==> src/rtl/instr_fetch.sv <==
// instr_fetch: RV32I fetch stage with credit-limited imem requests,
// a 2-entry prefetch FIFO and redirect flush with stale-response accounting.
module instr_fetch #(
    parameter logic [31:0] RESET_PC     = 32'h0000_0000,
    parameter int          MAX_INFLIGHT = 2
) (
    input  logic        clk,
    input  logic        reset,
    output logic        imemReqValid,
    output logic [31:0] imemReqAddr,
    input  logic        imemReqReady,
    input  logic        imemRspValid,
    input  logic [31:0] imemRspData,
    input  logic        redirectValid,
    input  logic [31:0] redirectPc,
    output logic        instrValid,
    input  logic        instrReady,
    output logic [31:0] instrCode,
    output logic [31:0] instrPc
);
    logic [31:0] r_fetch_pc;
    logic [31:0] r_rsp_pc;
    logic [2:0]  r_live;
    logic [2:0]  r_stale;
    logic [1:0]  r_cnt;
    logic        r_head;
    logic [31:0] r_code [2];
    logic [31:0] r_pc   [2];
    logic        w_pop;
    logic        w_hs;
    logic        w_rsp;
    logic        w_push;
    logic        w_drop;
    logic        w_tail;
    logic [3:0]  w_used;
    logic [31:0] w_tgt;

    assign w_tgt        = redirectPc & ~32'h3;
    assign instrValid   = (r_cnt != 2'd0) && !redirectValid;
    assign instrCode    = r_code[r_head];
    assign instrPc      = r_pc[r_head];
    assign w_pop        = instrValid && instrReady;
    // Credits freed by this cycle's pop may be reused immediately.
    assign w_used       = 4'(r_live) + 4'(r_stale) + 4'(r_cnt) - 4'(w_pop);
    assign imemReqValid = !reset && !redirectValid && (w_used < 4'(MAX_INFLIGHT));
    assign imemReqAddr  = r_fetch_pc;
    assign w_hs         = imemReqValid && imemReqReady;
    assign w_rsp        = imemRspValid && ((r_live != 3'd0) || (r_stale != 3'd0));
    assign w_drop       = w_rsp && (r_stale != 3'd0);
    assign w_push       = w_rsp && (r_stale == 3'd0);
    // When full, tail aliases head; a simultaneous pop frees that slot.
    assign w_tail       = r_head ^ r_cnt[0];

    always_ff @(posedge clk) begin
        if (reset) begin
            r_fetch_pc <= RESET_PC;
            r_rsp_pc   <= RESET_PC;
            r_live     <= 3'd0;
            r_stale    <= 3'd0;
            r_cnt      <= 2'd0;
            r_head     <= 1'b0;
            r_code[0]  <= 32'h0000_0013;
            r_code[1]  <= 32'h0000_0013;
            r_pc[0]    <= RESET_PC;
            r_pc[1]    <= RESET_PC;
        end else if (redirectValid) begin
            r_fetch_pc <= w_tgt;
            r_rsp_pc   <= w_tgt;
            r_stale    <= r_live + r_stale - 3'(w_rsp);
            r_live     <= 3'd0;
            r_cnt      <= 2'd0;
        end else begin
            if (w_hs)
                r_fetch_pc <= r_fetch_pc + 32'd4;
            if (w_push) begin
                r_code[w_tail] <= imemRspData;
                r_pc[w_tail]   <= r_rsp_pc;
                r_rsp_pc       <= r_rsp_pc + 32'd4;
            end
            if (w_pop)
                r_head <= ~r_head;
            r_live  <= r_live + 3'(w_hs) - 3'(w_push);
            r_stale <= r_stale - 3'(w_drop);
            r_cnt   <= r_cnt + 2'(w_push) - 2'(w_pop);
        end
    end
endmodule

==> config.mk <==
export PLATFORM = sky130hd
export DESIGN_NAME = instr_fetch
export DESIGN_NICKNAME = d
export VERILOG_FILES = /design/src/rtl/instr_fetch.sv
export SDC_FILE = /design/constraint.sdc
export NUM_CORES = 1
export LEC_CHECK = 0
export ABC_AREA = 1
export CAP_MARGIN = 10
export CORE_ASPECT_RATIO = 0.8
export CORE_MARGIN = 5
export CORE_UTILIZATION = 45
export DETAILED_ROUTE_END_ITERATION = 8
export DONT_BUFFER_PORTS = 1
export REMOVE_ABC_BUFFERS = 1
export SYNTH_ARGS = -nofsm -noshare
export SYNTH_HDL_FRONTEND = slang
export SYNTH_SLANG_ARGS = --single-unit
==> constraint.sdc <==
create_clock -name clk -period 3.7 [get_ports clk]
set_input_delay 0.555 -clock clk [delete_from_list [all_inputs] [get_ports clk]]
set_output_delay 0.555 -clock clk [all_outputs]
set_load 0.02 [all_outputs]
==> impl_table.tex <==
\begin{tabular}{lr}
\hline
Metric & Value \\
\hline
\multicolumn{2}{l}{\textbf{Yosys}} \\
Number of unique standard cell types used by synthesis & 45 \\
Number of flops mapped to enable cells by yosys & about 120 \\
Combinational family with the most area after synthesis & simple AND/OR/NAND/NOR gates \\
Gate Count Post-Synth & roughly 1.2k \\
Proportion of synthesized area in mux cells & 6.81\% \\
Post-Synthesis Mean Instance Area & 8.68 µm² \\
Post-Synth Adder-Cell Area & between 2 and 3\% \\
Complex-gate fraction of the synthesized area & 6.08\% \\
Fraction of synthesized cell area taken by the top area cell type & 36.3\% \\
Synthesized area & 0.0103 mm² \\
Simple logic cell fraction of the synthesized area & a little under a quarter \\
Proportion of synthesized chip area in sequential cells & 50.0\% \\
Synth Area in XOR/XNOR & 2.12\% \\
Dominant cell type by area after synthesis & sky130\_fd\_sc\_hd\_\_edfxtp\_1 \\
Most instantiated flip-flop cell in the synthesis netlist & sky130\_fd\_sc\_hd\_\_edfxtp\_1 \\
Async S/R FF share, synth & 0\% \\
Leading cell types by total area after synthesis & sky130\_fd\_sc\_hd\_\_edfxtp\_1, sky130\_fd\_sc\_hd\_\_dfxtp\_1, sky130\_fd\_sc\_hd\_\_nand2\_1 \\
Total of flip-flops plus latches after synthesis & 194 \\
Syn. warnings & 0 \\
\multicolumn{2}{l}{\textbf{Hold path}} \\
Endpoint with the worst hold slack & imemReqAddr[25] \\
Cell depth of the worst hold path & 1 \\
Hold WC Path Type & in2reg \\
Startpoint of the worst hold path & reset \\
\multicolumn{2}{l}{\textbf{Power}} \\
Maximum vdd ir drop & between 0.0002 and 0.00025 V \\
PwrDens & 458 mW/mm² \\
Overall power of the completed layout & 5270 µW \\
Leakage power of the design & 0.00458 µW \\
\multicolumn{2}{l}{\textbf{Layout}} \\
Most common cell after layout, fill and taps aside & sky130\_fd\_sc\_hd\_\_nand2\_1 \\
Area added between synthesis and finish & 12.2\% \\
Final core utilization & 51.3\% \\
Layout cells sized above 1 & 16.8\% \\
Post-layout net count & 1304 \\
Commonest non-fill, non-tap cells in the layout & sky130\_fd\_sc\_hd\_\_nand2\_1, sky130\_fd\_sc\_hd\_\_nor2\_1, sky130\_fd\_sc\_hd\_\_inv\_1 \\
Fin cells & between 1.5k and 2k \\
Final standard cell area without fillers & 0.0115 mm² \\
\multicolumn{2}{l}{\textbf{GRT}} \\
Pin count of the biggest net entering global routing & 63 \\
Total global routing track utilization & 20.1\% \\
Initial antenna violation count & 1 \\
Global-route wire length before repair & 41.3 mm \\
Via count of the first global-routing pass & 7592 \\
Aggregate global routing overflow & 0 \\
\multicolumn{2}{l}{\textbf{Clock network}} \\
Inserted Clock Buffers & 17 \\
Library cell used as clock root buffer & sky130\_fd\_sc\_hd\_\_clkbuf\_16 \\
Max H-tree Level & 4 \\
Clk\_lat worst skew & $\sim$450 ps \\
Clock tree from TritonCTS & built \\
Clock tree buffer depth & 2 \\
Clock-pin slew reported for the worst setup and hold paths after clock tree synthesis & 70 ps \\
TritonCTS sink count & 194 \\
Hold buffer count at CTS & 0 \\
\multicolumn{2}{l}{\textbf{Floorplan}} \\
Count of pins on the block boundary & 168 \\
Effective utilization at floorplan & 45.7\% \\
X dimension of the die & between 150 and 200 µm \\
Placeable Area & 0.0224 mm² \\
Full die area & about 0.026 mm² \\
Num rows & 49 \\
Chip Height & 145 µm \\
\multicolumn{2}{l}{\textbf{Timing}} \\
Final critical-path setup slack & 47.5 ps \\
Final number of max-transition violations & 0 \\
Fmax achieved & 0.274 GHz \\
Worst max-slew margin expressed relative to the limit & 44.8\% \\
Final setup violation count & 0 \\
RSZ-0062 raised after global routing & yes \\
Worst clock skew & 17.9 ps \\
Worst-Margin Slew & 829 ps \\
Tmin final & between 3000 and 4000 ps \\
Tcrit/Tclk final & 98.7\% \\
Number of hold violations in the final report & 0 \\
\multicolumn{2}{l}{\textbf{Place}} \\
Placed instance count & 1462 \\
Final RePlAce weighted congestion & 0.853 \\
Placed cell area & 0.0105 mm² \\
Detailed placement HPWL & between 15 and 20 mm \\
Port buffer count & 0 \\
Post-place setup slack & -236 ps \\
\multicolumn{2}{l}{\textbf{Route}} \\
Count of TritonRoute iterations in the first routing pass & 5 \\
Vias per inst & 5.13 \\
Violation count after the first detailed-routing iteration & 457 \\
Post-route DRC violation count & 0 \\
Total number of vias & approximately 8k \\
Routed wirelength normalized by instance count & 17.3 µm \\
WL final & 26.5 mm \\
Number of nets with antenna violations after detailed routing & 0 \\
\multicolumn{2}{l}{\textbf{Status}} \\
Status & complete, no violations \\
\multicolumn{2}{l}{\textbf{Setup path}} \\
Capture point of the worst reg-to-reg path & r\_cnt[1] \\
Critical Setup Path Class & reg2reg \\
Largest stage delay on the critical path & 340 ps \\
Category of the worst setup path launch point & flop \\
Critical path's slowest cell & sky130\_fd\_sc\_hd\_\_dfxtp\_2 \\
Minimum setup slack among reg-to-reg paths & 50 ps \\
Startpoint of the lowest-slack register-to-register path & r\_cnt[0] \\
Arrival time of data at the critical path endpoint & 4020 ps \\
Kind of end point of the critical path & flop \\
Worst R2R Path Depth & 26 \\
Cell seen most often among critical-path stages & sky130\_fd\_sc\_hd\_\_buf\_4 \\
Highest net fanout along the worst path & 2 \\
Req. time, crit path & 4070 ps \\
\multicolumn{2}{l}{\textbf{Run}} \\
\# Max-Cap Violations & 0 \\
\hline
\end{tabular}
where the power goes:
part | switching (µW) | internal (µW)
logic | 555 | 292
clock network | 953 | 916
registers | 141 | 2410
cells by family after synthesis:
group | after synthesis
AOI/OAI and AO/OA | 119
xor gates and xnor gates | 24
adders and majority gates | 20
buffers and inverters | 201
DFF | 194
muxes | 62
other | 1
and+or+nand+nor | 561
critical path, delay by kind of cell, from the launching register on:
| kind | cells | cell delay, ps |
|---|---|---|
| buf+inv | 19 | 2220 |
| flops | 1 | 340 |
| fa+ha+maj | 2 | 410 |
| simple gates | 4 | 490 |
| compound gates | 1 | 130 |
routing by layer:
layer	track usage, %	share of wire [%]
met1	29.3	46
met2	29.5	43
met3	5.25	8.3
met4	5.83	2.1
met5	0	0
registers in the layout, indices dropped and copies added (netlist names), named ones only:
name and cells:
imemReqAddr 30, r_cnt 2, r_code 64, r_head 1
r_live 3, r_pc 60, r_rsp_pc 30, r_stale 3
how the worst max path moves through the flow:
stage / startpoint / slack, ps / depth (start not counted) / end
global placement: redirectValid / -140 / 19 / r_live[2]
detailed placement: redirectValid / -240 / 19 / r_live[2]
CTS: r_cnt[1] / -7 / 20 / r_live[2]
global route: r_cnt[0] / -80 / 21 / r_live[2]
finish: r_cnt[0] / 50 / 26 / r_cnt[1]
floorplan: redirectValid / -520 / 19 / r_live[2]
through the flow:
stage	hold slack [ps]	setup TNS, ps
final	178	0
after floorplan	469	-837
after global routing	157	-105
after global placement	492	-135
after detailed placement	506	-250
after CTS	158	-7.08
cell usage after synthesis (all sizes together) (10+ instances only):
master,instances
nand2,252
nor2,222
inv,154
edfxtp,124
dfxtp,70
mux2,62
o21ai,59
nand3,57
a21oi,46
buf,33
xor2,17
ha,16
nand4,11
clkbuf,10
final cells by class:
cell class | count | area, µm²
Antenna cell | 1 | 2.50
Clock buffer | 17 | 425
Clock inverter | 15 | 180
Fill cell | 2132 | 10900
Inverter | 158 | 612
Multi-Input combinational cell | 790 | 4350
Sequential cell | 194 | 5130
Tap cell | 306 | 383
Timing Repair Buffer | 53 | 423
what timing repair did:
| action | 4_1_cts | 5_1_grt |
|---|---|---|
| gates resized for setup | 6 | 25 |
| pin swaps | 3 | 18 |
| setup buffers | 41 | 2 |
| setup endpoints to repair | 1 | 17 |
| endpoints found under the hold margin | 0 | 0 |
No activity file was read; power rests on OpenSTA's default activity.
